==> src/rtl/riscv_multicycle_ctrl.sv <==
// ============================================================================
// riscv_multicycle_ctrl
//
// Control unit for a shared-memory multicycle RV32I datapath. A Moore FSM
// walks each instruction through fetch, decode, execute, memory and
// writeback. The unit also contains the ALU decoder and the immediate-format
// decoder. Unsupported opcodes latch a sticky Illegal flag, and the FSM then
// parks until reset.
//
// Parameters
//   MEM_WAIT  extra cycles spent in every memory state (FETCH, MEMREAD,
//             MEMWRITE), 0..15
//   CNT_W     width of the wait counter; must be able to hold MEM_WAIT
//
// Optional build macro
//   RISCV_MULTICYCLE_CTRL_LUI_EN  adds LUI (op 0110111) via the LUIEX state.
//                                 When the macro is undefined, LUI traps.
//
// Ports
//   clk         rising-edge clock
//   reset       synchronous, active-high; also masks every write enable
//   op          opcode from the instruction register
//   funct3      instruction funct3
//   funct7b5    instruction bit 30
//   Zero        ALU zero flag, used to resolve branches
//   PCWrite     PC register enable
//   AdrSrc      memory address: 0 PC, 1 ALUOut
//   MemWrite    data memory write enable
//   IRWrite     IR / OldPC enable
//   ResultSrc   00 ALUOut, 01 Data, 10 ALUResult
//   ALUSrcA     00 PC, 01 OldPC, 10 RD1, 11 zero
//   ALUSrcB     00 RD2, 01 ImmExt, 10 constant 4
//   ImmSrc      000 I, 001 S, 010 B, 011 J, 100 U
//   RegWrite    register file write enable
//   ALUControl  000 add, 001 sub, 010 and, 011 or, 101 slt
//   Illegal     sticky unsupported-opcode flag
// ============================================================================
module riscv_multicycle_ctrl #(
    parameter int MEM_WAIT = 0,
    parameter int CNT_W    = 4
) (
    input  logic       clk,
    input  logic       reset,
    input  logic [6:0] op,
    input  logic [2:0] funct3,
    input  logic       funct7b5,
    input  logic       Zero,
    output logic       PCWrite,
    output logic       AdrSrc,
    output logic       MemWrite,
    output logic       IRWrite,
    output logic [1:0] ResultSrc,
    output logic [1:0] ALUSrcA,
    output logic [1:0] ALUSrcB,
    output logic [2:0] ImmSrc,
    output logic       RegWrite,
    output logic [2:0] ALUControl,
    output logic       Illegal
);

    localparam logic [6:0] OP_LOAD   = 7'b0000011;
    localparam logic [6:0] OP_STORE  = 7'b0100011;
    localparam logic [6:0] OP_RTYPE  = 7'b0110011;
    localparam logic [6:0] OP_ITYPE  = 7'b0010011;
    localparam logic [6:0] OP_JAL    = 7'b1101111;
    localparam logic [6:0] OP_BRANCH = 7'b1100011;
`ifdef RISCV_MULTICYCLE_CTRL_LUI_EN
    localparam logic [6:0] OP_LUI    = 7'b0110111;
`endif

    typedef enum logic [3:0] {
        S_FETCH,
        S_DECODE,
        S_MEMADR,
        S_MEMREAD,
        S_MEMWB,
        S_MEMWRITE,
        S_EXECR,
        S_EXECI,
        S_ALUWB,
        S_JAL,
        S_BRANCH,
`ifdef RISCV_MULTICYCLE_CTRL_LUI_EN
        S_LUIEX,
`endif
        S_TRAP
    } state_t;

    state_t           state;
    state_t           state_next;
    logic [CNT_W-1:0] wait_cnt;
    logic             last;
    logic             mem_state;
    logic             illegal_q;
    logic [1:0]       aluop;

    // Unmasked enables; the reset mask is applied at the port boundary.
    logic             pcw;
    logic             mwr;
    logic             irw;
    logic             rw;

    // A memory state is on its final cycle once the counter reaches MEM_WAIT.
    // With MEM_WAIT=0 every memory state is a single cycle.
    assign last      = (wait_cnt == CNT_W'(MEM_WAIT));
    assign mem_state = (state == S_FETCH) || (state == S_MEMREAD) ||
                       (state == S_MEMWRITE);

    always_ff @(posedge clk) begin
        if (reset) begin
            state     <= S_FETCH;
            wait_cnt  <= '0;
            illegal_q <= 1'b0;
        end else begin
            state <= state_next;
            // The counter only runs while a memory state is being held.
            // Leaving the state returns it to zero for the next memory access.
            if (mem_state && !last) begin
                wait_cnt <= wait_cnt + CNT_W'(1);
            end else begin
                wait_cnt <= '0;
            end
            // The flag is set on entry to TRAP, so it is already visible in
            // the first trapped cycle. It stays set until reset.
            if (state_next == S_TRAP) begin
                illegal_q <= 1'b1;
            end
        end
    end

    always_comb begin
        state_next = state;
        pcw        = 1'b0;
        mwr        = 1'b0;
        irw        = 1'b0;
        rw         = 1'b0;
        AdrSrc     = 1'b0;
        ResultSrc  = 2'b00;
        ALUSrcA    = 2'b00;
        ALUSrcB    = 2'b00;
        aluop      = 2'b00;

        case (state)
            S_FETCH: begin
                // PC + 4 goes straight to the PC through ResultSrc=ALUResult.
                ALUSrcB   = 2'b10;
                ResultSrc = 2'b10;
                if (last) begin
                    irw        = 1'b1;
                    pcw        = 1'b1;
                    state_next = S_DECODE;
                end
            end
            S_DECODE: begin
                // Compute the branch target early (OldPC + ImmExt) into ALUOut.
                ALUSrcA = 2'b01;
                ALUSrcB = 2'b01;
                case (op)
                    OP_LOAD,
                    OP_STORE:  state_next = S_MEMADR;
                    OP_RTYPE:  state_next = S_EXECR;
                    OP_ITYPE:  state_next = S_EXECI;
                    OP_JAL:    state_next = S_JAL;
                    OP_BRANCH: state_next = S_BRANCH;
`ifdef RISCV_MULTICYCLE_CTRL_LUI_EN
                    OP_LUI:    state_next = S_LUIEX;
`endif
                    default:   state_next = S_TRAP;
                endcase
            end
            S_MEMADR: begin
                ALUSrcA    = 2'b10;
                ALUSrcB    = 2'b01;
                state_next = (op == OP_LOAD) ? S_MEMREAD : S_MEMWRITE;
            end
            S_MEMREAD: begin
                AdrSrc = 1'b1;
                if (last) begin
                    state_next = S_MEMWB;
                end
            end
            S_MEMWB: begin
                ResultSrc  = 2'b01;
                rw         = 1'b1;
                state_next = S_FETCH;
            end
            S_MEMWRITE: begin
                // The address stays stable for the whole hold period. The
                // write strobe fires only once, on the final cycle.
                AdrSrc = 1'b1;
                if (last) begin
                    mwr        = 1'b1;
                    state_next = S_FETCH;
                end
            end
            S_EXECR: begin
                ALUSrcA    = 2'b10;
                aluop      = 2'b10;
                state_next = S_ALUWB;
            end
            S_EXECI: begin
                ALUSrcA    = 2'b10;
                ALUSrcB    = 2'b01;
                aluop      = 2'b10;
                state_next = S_ALUWB;
            end
            S_ALUWB: begin
                rw         = 1'b1;
                state_next = S_FETCH;
            end
            S_JAL: begin
                // The PC takes the target from ALUOut while the ALU forms
                // OldPC + 4 as the link value for ALUWB.
                ALUSrcA    = 2'b01;
                ALUSrcB    = 2'b10;
                pcw        = 1'b1;
                state_next = S_ALUWB;
            end
            S_BRANCH: begin
                // funct3[0] separates bne from beq, so it inverts the
                // taken sense of Zero.
                ALUSrcA    = 2'b10;
                aluop      = 2'b01;
                pcw        = Zero ^ funct3[0];
                state_next = S_FETCH;
            end
`ifdef RISCV_MULTICYCLE_CTRL_LUI_EN
            S_LUIEX: begin
                ALUSrcA    = 2'b11;
                ALUSrcB    = 2'b01;
                state_next = S_ALUWB;
            end
`endif
            S_TRAP: begin
                state_next = S_TRAP;
            end
            default: begin
                state_next = S_FETCH;
            end
        endcase
    end

    // ALU decoder. funct7b5 selects sub only for register-register ops
    // (op[5]=1). An addi with bit 30 set must still add.
    always_comb begin
        ALUControl = 3'b000;
        case (aluop)
            2'b01: ALUControl = 3'b001;
            2'b10: begin
                case (funct3)
                    3'b000:  ALUControl = (funct7b5 & op[5]) ? 3'b001 : 3'b000;
                    3'b010:  ALUControl = 3'b101;
                    3'b110:  ALUControl = 3'b011;
                    3'b111:  ALUControl = 3'b010;
                    default: ALUControl = 3'b000;
                endcase
            end
            default: ALUControl = 3'b000;
        endcase
    end

    // Immediate format follows the opcode directly, whatever the state.
    always_comb begin
        ImmSrc = 3'b000;
        case (op)
            OP_STORE:  ImmSrc = 3'b001;
            OP_BRANCH: ImmSrc = 3'b010;
            OP_JAL:    ImmSrc = 3'b011;
`ifdef RISCV_MULTICYCLE_CTRL_LUI_EN
            OP_LUI:    ImmSrc = 3'b100;
`endif
            default:   ImmSrc = 3'b000;
        endcase
    end

    assign PCWrite  = pcw & ~reset;
    assign MemWrite = mwr & ~reset;
    assign IRWrite  = irw & ~reset;
    assign RegWrite = rw  & ~reset;
    assign Illegal  = illegal_q;

endmodule

==> config.mk <==
export PLATFORM = sky130hd
export DESIGN_NAME = riscv_multicycle_ctrl
export DESIGN_NICKNAME = d
export VERILOG_FILES = /design/src/rtl/riscv_multicycle_ctrl.sv
export SDC_FILE = /design/constraint.sdc
export NUM_CORES = 1
export LEC_CHECK = 0
export BUFFER_PORTS_ARGS = -buffer_cell sky130_fd_sc_hd__buf_2
export CAP_MARGIN = 20
export CORE_MARGIN = 1.5
export CORE_UTILIZATION = 48
export DETAILED_ROUTE_END_ITERATION = 16
export PLACE_DENSITY = 0.81
export SYNTH_ARGS = -nofsm -noshare
export SYNTH_HDL_FRONTEND = slang
export SYNTH_SLANG_ARGS = --single-unit
==> constraint.sdc <==
create_clock -name clk -period 2 [get_ports clk]
set_input_delay 0.3 -clock clk [delete_from_list [all_inputs] [get_ports clk]]
set_output_delay 0.3 -clock clk [all_outputs]
set_load 0.03 [all_outputs]
==> results.sh, run 1 <==
export IMPL_dieArea_sq_um=2100
export IMPL_synth_yosys_warnings=0
export IMPL_cts_tree="yes"
export IMPL_dp_hpwl_microns=1850
export IMPL_wire_per_inst_microns=15.1
export IMPL_dr_pass1_iters=4
export IMPL_cp_cell_sequence="buf_4, and2_1, a21oi_2, o32a_1, nor2_1, buf_4"
export IMPL_status="complete, no violations"
export IMPL_io_buffers=30
export IMPL_slowest_delay_ns=0.41
export IMPL_fin_crit_ns=1.99
export IMPL_via_per_inst=5.88
export IMPL_area_growth_pct=35.7
export IMPL_combinationalPowerShare=0.702
export IMPL_numCtsBuffers=3
export IMPL_p_per_area_nw_per_um2=1100
export IMPL_timing_max_cap_violations=0
export IMPL_synthArstFlopShare=0
export IMPL_layoutNonFillerInstCount=172
export IMPL_hold_viol=0
export IMPL_syn_area_sq_um=881
export IMPL_synth_cell_type_count=46
export IMPL_placed_cells=167
export IMPL_die_w_microns=45.8
export IMPL_rows=15
export IMPL_io_pins=32
export IMPL_power_leakage_nw=0.527
export IMPL_antenna_found_initial=0
export IMPL_p_switching_w=0.000700
export IMPL_place_area_sq_um=1090
export IMPL_cts_hold_buf=0
export IMPL_fp_dieH_microns=45.8
export IMPL_synth_seq_cells=9
export IMPL_finalPower_w=0.00132
export IMPL_cp_slowest_cell="dfxtp_1"
export IMPL_internal_power_w=0.000615
export IMPL_hold_path_class="primary input to flop"
export IMPL_max_slew_margin=0.660
export IMPL_cp_end_kind="output port"
export IMPL_drive_gt1_frac=0.463
export IMPL_vdd_drop_max_uv=755
export IMPL_grt_max_degree=19
export IMPL_final_area_sq_um=1190
export IMPL_max_freq_mhz=501
export IMPL_drc=0
export IMPL_synth_fp_nets=131
export IMPL_core_area_sq_um=1730
export IMPL_pwr_share_clk=0.109
export IMPL_cp_common_cell="buf_4"
export IMPL_period_share=0.997
export IMPL_drtIter0Drc=16
export IMPL_required_ns=1.70
export IMPL_grt_pass1_wl_microns=3950
export IMPL_grt_usage=0.260
export IMPL_setup_viol=0
export IMPL_initial_utilization=0.510
export IMPL_wirelength_microns=2600
export IMPL_worst_skew_pair_late_latency_ns=0.27
export IMPL_fin_util=0.692
export IMPL_h_tree_depth=1
export IMPL_postRouteAntennaNets=0
export IMPL_finalWeightedCongestion=0.905
export IMPL_netlist_instances=113
export IMPL_synthFlopType="dfxtp_1"
export IMPL_rsz0062_at_grt="true"
export IMPL_crit_path_max_fanout=13
export IMPL_critical_path_class="flop to output port"
export IMPL_layout_nets=166
export IMPL_clock_skew_ns=0.0115
export IMPL_via_count=1012
export IMPL_syn_area_per_cell_sq_um=7.80
export IMPL_synth_edff_count=0
export IMPL_slew_violations=0
export IMPL_clock_sinks=9
export IMPL_clockBufferDepth=2
export IMPL_grt_pass1_vias=961
export IMPL_grt_overflow_total=0
export IMPL_clockRootBuffer="clkbuf_4"
export IMPL_worstSetupStartpointType="flop"
export IMPL_antenna_cells=0
export IMPL_worst_slew_pin_slew_ns=0.510
export IMPL_synth_seq_area_share=0.205
export IMPL_cp_arrival_ns=1.69
export IMPL_ff2ff_setup_slack_ns=0.19
export IMPL_power_frac_seq=0.190
export IMPL_p_sw_frac=0.532
export IMPL_clkTransAtPathRegs_ns=0.07
==> cells in the final DEF (no fill, tap or decap), drive strengths merged, types with 2 or more instances in the layout <==
master	Yosys	final
a211oi	4	4
clkbuf	1	3
a21oi	7	7
ha	4	4
nor3	4	4
or3	2	2
a221oi	2	2
nand2	4	4
nor2b	3	3
xor2	2	2
dfxtp	9	9
nand2b	6	6
nor2	15	15
inv	8	8
nor4	6	6
nand3	2	2
o21ai	2	2
buf	7	38
xnor2	4	4
==> power groups by stage <==
stage	Sequential (W)	Combinational (W)	Clock [W]
finish	0.000250	0.000923	0.000143
global route	0.000251	0.000978	0.000156
CTS	0.000236	0.000872	0.000144
detailed placement	0.000238	0.000855	0
global placement	0.000236	0.000833	0
floorplan	0.000241	0.000629	0
==> area by class of cell <==
type,instances,area (sq um)
clock buffer,3,22.5
clock inverter,1,5.00
fill,157,532
inverter,8,30.0
multi-input combinational,88,703
sequential,9,185
tap,25,31.3
timing repair buffer,38,218
==> registers in the layout, summed over array words and instances (netlist names) <==
register	cells
state	4
wait_cnt	4
Illegal	1
==> metrics by stage <==
step	hold slack (ns)	TNS, ns	setup slack (ns)
global placement	0.442	0	0.214
global route	0.339	-0.139	-0.0681
floorplan	0.430	-0.0162	-0.0162
finish	0.346	0	0.00556
detailed placement	0.453	0	0.156
CTS	0.339	0	0.00552
==> critical path: cells and delay by family, from the launching register on <==
kind	cells	cell delay, ns
AO/OA/AOI/OAI	2	0.35
flip-flops	1	0.41
AND/OR/NAND/NOR	2	0.26
buffers and inverters	2	0.38
==> per-layer routing <==
metal	wire length, microns	up-vias	GRT usage
met5	0	-	0
met2	1390	37	0.456
li1	-	475	-
met1	1020	492	0.294
met3	148	8	0.0437
met4	40	0	0.143
==> synthesized netlist by cell type (2+ instances only) <==
| master | number | area, sq um |
|---|---|---|
| buf_2 | 4 | 20.0 |
| xor2_1 | 2 | 17.5 |
| or3_1 | 2 | 12.5 |
| inv_1 | 7 | 26.3 |
| xnor2_1 | 4 | 35.0 |
| nand2b_1 | 6 | 37.5 |
| nor3_1 | 4 | 20.0 |
| ha_1 | 4 | 50.1 |
| a211oi_1 | 3 | 22.5 |
| nor2b_1 | 3 | 18.8 |
| a21oi_1 | 7 | 35.0 |
| nor2_1 | 15 | 56.3 |
| nand3_1 | 2 | 10.0 |
| dfxtp_1 | 9 | 180 |
| buf_4 | 3 | 22.5 |
| nor4_1 | 5 | 31.3 |
| nand2_1 | 4 | 15.0 |
==> final timing paths <==
| kind | from | end | cells after the start |
|---|---|---|---|
| worst max-delay path | state[0] | PCWrite | 6 |
| worst max register to register | wait_cnt[0] | Illegal | 7 |
| worst min register to register | wait_cnt[0] | wait_cnt[0] | 1 |
| worst min-delay path | reset | state[3] | 2 |
==> cells by family after synthesis <==
group                    Yosys count  share of synthesized area
other                              1                    0.00426
AO/OA/AOI/OAI                     24                      0.213
adder cells (fa/ha/maj)            4                     0.0568
flip-flops                         9                      0.205
multiplexers                       1                     0.0114
XOR/XNOR                           6                     0.0597
buffers and inverters             16                     0.0866
AND/OR/NAND/NOR                   52                      0.364
==> repair_timing <==
action / in CTS / in global routing
setup endpoints to repair: 3 / 6
buffers inserted: 1 / 0
gates resized for setup: 5 / 17
pin swaps: 1 / 5
Power figures use the tool's default switching activity.
==> run 2, diff against run 1 <==
Settings changed: CORE_UTILIZATION 48 to 45, PLACE_DENSITY 0.81 to 0.77.
==> run 2 against run 1 <==
Clock skew shrank 0.0045 ns. Cell count rose by 0.58%. Sequential share of layout area increased by 0.11 points. Clock power hardly changed. Sequential power increased by 7%. Critical path depth is 1 higher. Die area is 6.2% higher. Worst setup slack improved by 0.039 ns. Register-to-register slack improved by 0.06 ns. Via count shrank 5.4%. Core utilization down 0.85 points. Largest cell class unchanged.
==> results.sh, run 2 (same netlist as run 1, synthesis figures left out) <==
export IMPL_post_place_ws_ns=0.0900
export IMPL_worst_slew_pin_slew_ns=0.504
export IMPL_wire_per_inst_microns=13.6
export IMPL_via_count=957
export IMPL_cts_tree="yes"
export IMPL_startpoint="wait_cnt[1]"
export IMPL_r2r_start="wait_cnt[1]"
export IMPL_max_freq_mhz=511
export IMPL_cp_arrival_ns=1.66
export IMPL_setup_viol=0
export IMPL_wirelength_microns=2360
export IMPL_grt_usage=0.220
export IMPL_hold_path_class="primary input to flop"
export IMPL_clockRootBuffer="clkbuf_4"
export IMPL_required_ns=1.70
export IMPL_worstSetupEndpoint="PCWrite"
export IMPL_clock_sinks=9
export IMPL_dr_pass1_iters=6
export IMPL_slew_violations=0
export IMPL_finalWeightedCongestion=0.840
export IMPL_worst_slack_ns=0.0443
export IMPL_area_growth_pct=38.4
export IMPL_layout_nets=167
export IMPL_clkTransAtPathRegs_ns=0.06
export IMPL_ff2ff_setup_slack_ns=0.25
export IMPL_timing_rr_end="Illegal"
export IMPL_fin_crit_ns=1.96
export IMPL_tns_ns=0
export IMPL_die_w_microns=47.2
export IMPL_critical_path_class="flop to output port"
export IMPL_rows=15
export IMPL_mostFrequentLayoutCells="27 x buf_2, 14 x nor2_1, 10 x buf_4, 6 x inv_1, 6 x a21oi_1"
export IMPL_via_per_inst=5.53
export IMPL_worstSetupStartpointType="flop"
export IMPL_io_buffers=30
export IMPL_numCtsBuffers=3
export IMPL_drive_gt1_frac=0.446
export IMPL_grt_pass1_wl_microns=3480
export IMPL_r2r_cells=8
export IMPL_dp_hpwl_microns=1780
export IMPL_placed_cells=167
export IMPL_slowest_delay_ns=0.33
export IMPL_cp_cell_sequence="inv_1, ha_2, nor3b_4, a21oi_2, o32a_1, nor2_1, buf_4"
export IMPL_drc=0
export IMPL_grt_overflow_total=0
export IMPL_h_tree_depth=1
export IMPL_fp_dieH_microns=47.2
export IMPL_worst_skew_pair_late_latency_ns=0.26
export IMPL_layoutNonFillerInstCount=173
export IMPL_period_share=0.978
export IMPL_cp_end_kind="output port"
export IMPL_cp_slowest_cell="dfxtp_1"
export IMPL_drtIter0Drc=16
export IMPL_rsz0062_at_grt="true"
export IMPL_postRouteAntennaNets=0
export IMPL_io_pins=32
export IMPL_max_slew_margin=0.664
export IMPL_core_area_sq_um=1780
export IMPL_p_per_area_nw_per_um2=1090
export IMPL_grt_pass1_vias=817
export IMPL_vdd_drop_max_uv=847
export IMPL_initial_utilization=0.494
export IMPL_power_leakage_nw=0.534
export IMPL_antenna_found_initial=0
export IMPL_antenna_cells=0
export IMPL_crit_path_max_fanout=3
export IMPL_clockBufferDepth=2
export IMPL_holdWs_ns=0.355
export IMPL_grt_max_degree=19
export IMPL_status="complete, no violations"
export IMPL_dieArea_sq_um=2230
export IMPL_clock_skew_ns=0.00698
export IMPL_layout_commonest_cell="buf_2"
export IMPL_timing_max_cap_violations=0
export IMPL_hold_viol=0
## run 2: metal layers
metal | GRT usage | vias to the layer above | part of all wire
met1 | 0.284 | 449 | 0.45
met4 | 0.0833 | 0 | 0.0089
met2 | 0.373 | 25 | 0.51
li1 | - | 479 | -
met5 | 0 | - | 0
met3 | 0.0231 | 4 | 0.027
## run 2: worst min path at each step
stage | start | end | slack (ns) | depth (start not counted)
floorplan | wait_cnt[0] | wait_cnt[0] | 0.43 | 1
global placement | Illegal | Illegal | 0.44 | 2
detailed placement | Illegal | Illegal | 0.45 | 2
CTS | reset | state[3] | 0.35 | 2
global route | reset | state[3] | 0.37 | 2
finish | reset | state[3] | 0.35 | 2
## run 2: final cells by class
class | instances | area, sq um
tap | 25 | 31.3
clock buffer | 4 | 26.3
multi-input combinational | 88 | 708
inverter | 8 | 30.0
fill | 162 | 564
sequential | 9 | 190
timing repair buffer | 39 | 233
## run 2: metrics by stage
stage	total power, W	utilization	instance area (sq um)
after global placement	0.00109	0.610	1090
after floorplan	0.000870	-	900
after global routing	0.00141	0.684	1220
after detailed placement	0.00110	0.610	1090
final	0.00133	0.684	1220
after CTS	0.00126	0.639	1140
## run 2: worst max-delay path: cells and delay by family (launching register included)
family          cells  cell delay [ns]
simple gates        2             0.31
compound gates      2             0.36
buf+inv             2             0.22
fa+ha+maj           1             0.16
flops               1             0.33
## run 2: repair_timing
| item | in CTS | in global routing |
|---|---|---|
| hold buffers | 0 | 0 |
| setup buffers | 1 | 1 |
| pin swaps | 1 | 3 |
| setup endpoints to repair | 4 | 5 |
| gates resized for setup | 7 | 17 |
## run 2: power breakdown
part | switching, W | internal (W)
clock network | 0.0000635 | 0.0000769
logic | 0.000568 | 0.000350
registers | 0.0000491 | 0.000219
==> run 3, diff against run 2 <==
Settings changed: SETUP_SLACK_MARGIN set to 0.2, SLEW_MARGIN set to 20.
==> run 3 against run 2 <==
First-iteration DRC count fell by 44%. Largest cell class unchanged. Routed wire length rose by 24%. Via count rose by 6.3%. Clock-buffer cell count did not move. Clock skew fell by 0.0019 ns. Maximum frequency fell by 1.8%. Critical endpoint unchanged. Non-clock buffer count rose by 9. Sequential power fell by 2%. Core utilization rose by 9.9 points. Register-to-register slack barely moved.
==> results.sh, run 3 (same netlist as run 1, synthesis figures left out) <==
export IMPL_clockBufferDepth=2
export IMPL_numCtsBuffers=3
export IMPL_timing_rr_end="state[1]"
export IMPL_dp_hpwl_microns=1830
export IMPL_cts_hold_buf=0
export IMPL_startpoint="wait_cnt[0]"
export IMPL_path_delay_family="compound AO/OA/AOI/OAI gates"
export IMPL_dr_pass1_iters=4
export IMPL_period_share=0.996
export IMPL_hold_viol=0
export IMPL_clock_sinks=9
export IMPL_setup_viol=0
export IMPL_max_freq_mhz=502
export IMPL_timing_max_cap_violations=0
export IMPL_h_tree_depth=1
export IMPL_drc=0
export IMPL_fp_dieH_microns=47.2
export IMPL_fill_cells=114
export IMPL_status="complete, no violations"
export IMPL_required_ns=1.70
export IMPL_io_buffers=30
export IMPL_worstSetupStartpointType="flop"
export IMPL_antenna_cells=0
export IMPL_cts_tree="yes"
export IMPL_cp_end_kind="output port"
export IMPL_crit_path_max_fanout=2
export IMPL_slew_violations=0
export IMPL_r2r_cells=7
export IMPL_wire_per_inst_microns=16.1
export IMPL_core_area_sq_um=1780
export IMPL_layout_commonest_cell="buf_2"
export IMPL_worst_skew_pair_late_latency_ns=0.26
export IMPL_drtIter0Drc=9
export IMPL_placed_cells=169
export IMPL_drive_gt1_frac=0.567
export IMPL_initial_utilization=0.494
export IMPL_cp_cell_sequence="inv_2, ha_4, nor3b_4, a21oi_2, o32a_1, nor2_2, buf_6"
export IMPL_clockRootBuffer="clkbuf_4"
export IMPL_finalPower_w=0.00148
export IMPL_finalWeightedCongestion=0.903
export IMPL_area_growth_pct=58.4
export IMPL_mostFrequentLayoutCells="23 x buf_2, 17 x buf_4, 12 x nor2_1, 8 x buf_6, 6 x a21oi_1"
export IMPL_worst_slack_ns=0.00848
export IMPL_post_place_ws_ns=0.111
export IMPL_via_per_inst=5.59
export IMPL_wirelength_microns=2920
export IMPL_grt_pass1_wl_microns=4040
export IMPL_die_w_microns=47.2
export IMPL_io_pins=32
export IMPL_hp_start="reset"
export IMPL_grt_pass1_vias=937
export IMPL_clock_skew_ns=0.00507
export IMPL_layoutNonFillerInstCount=182
export IMPL_cp_arrival_ns=1.69
export IMPL_antenna_found_initial=0
export IMPL_layout_nets=176
export IMPL_ff2ff_setup_slack_ns=0.25
export IMPL_power_leakage_nw=0.600
export IMPL_fin_crit_ns=1.99
export IMPL_grt_max_degree=18
export IMPL_rsz0062_at_grt="true"
export IMPL_postRouteAntennaNets=0
export IMPL_dieArea_sq_um=2230
export IMPL_grt_overflow_total=0
export IMPL_tns_ns=0
export IMPL_hold_path_class="primary input to flop"
export IMPL_whs_path_depth=2
export IMPL_crit_buf_inv=2
export IMPL_via_count=1017
export IMPL_clkTransAtPathRegs_ns=0.07
export IMPL_holdPathEnd="state[3]"
export IMPL_grt_usage=0.256
export IMPL_r2r_start="wait_cnt[0]"
export IMPL_rows=15
export IMPL_slowest_delay_ns=0.33
export IMPL_critical_path_class="flop to output port"
export IMPL_p_per_area_nw_per_um2=1060
export IMPL_cp_slowest_cell="dfxtp_2"
export IMPL_vdd_drop_max_uv=738
-- run 3: cell types whose count changed in the layout (fill, tap and decap cells not counted), sizes merged --
cell,before,now
buf,39,48
-- run 3: worst register-to-register path: cells and delay by family (launching register included) --
family / cells / cell delay [ns]
DFF: 1 / 0.33
buffers and inverters: 2 / 0.21
and+or+nand+nor: 2 / 0.51
AOI/OAI and AO/OA: 2 / 0.44
adders and majority gates: 1 / 0.13
-- run 3: final cells by class --
cell class	instances	area [sq um]	share of cell area
Tap cell	25	31.3	0.0224
Sequential cell	9	189	0.135
Inverter	8	32.5	0.0233
Multi-Input combinational cell	88	783	0.561
Clock buffer	4	26.3	0.0188
Timing Repair Buffer	48	333	0.239
-- run 3: repair_timing --
item,in CTS,in global routing
gates resized for setup,27,23
setup buffers,8,1
pin swaps,3,7
endpoints found under the setup margin,9,17
-- run 3: how the worst max path moves through the flow --
stage	endpoint	cells past startpoint	slack, ns
2_1_floorplan	ALUControl[2]	5	-0.02
3_3_place_gp	ALUControl[2]	5	0.23
3_5_place_dp	ALUControl[2]	5	0.11
4_1_cts	PCWrite	7	0.06
5_1_grt	PCWrite	7	-0.02
6_report	PCWrite	7	0.008
-- run 3: per-layer routing --
metal	track usage	wire length (microns)
met1	0.268	1140
met2	0.484	1620
met3	0.0654	128
met4	0.0889	33
met5	0	0
-- run 3: report_power, final --
part / internal (W) / switching [W] / total [W]
Combinational: 0.000430 / 0.000641 / 0.00107
Sequential: 0.000217 / 0.0000448 / 0.000262
Clock: 0.0000771 / 0.0000687 / 0.000146
Total: 0.000724 / 0.000755 / 0.00148
-- run 3: through the flow --
step | cell area, sq um | hold slack [ns] | util
after global routing | 1400 | 0.354 | 0.782
after floorplan | 917 | 0.430 | -
final | 1400 | 0.341 | 0.782
after global placement | 1120 | 0.443 | 0.628
after detailed placement | 1120 | 0.448 | 0.628
after CTS | 1280 | 0.343 | 0.719
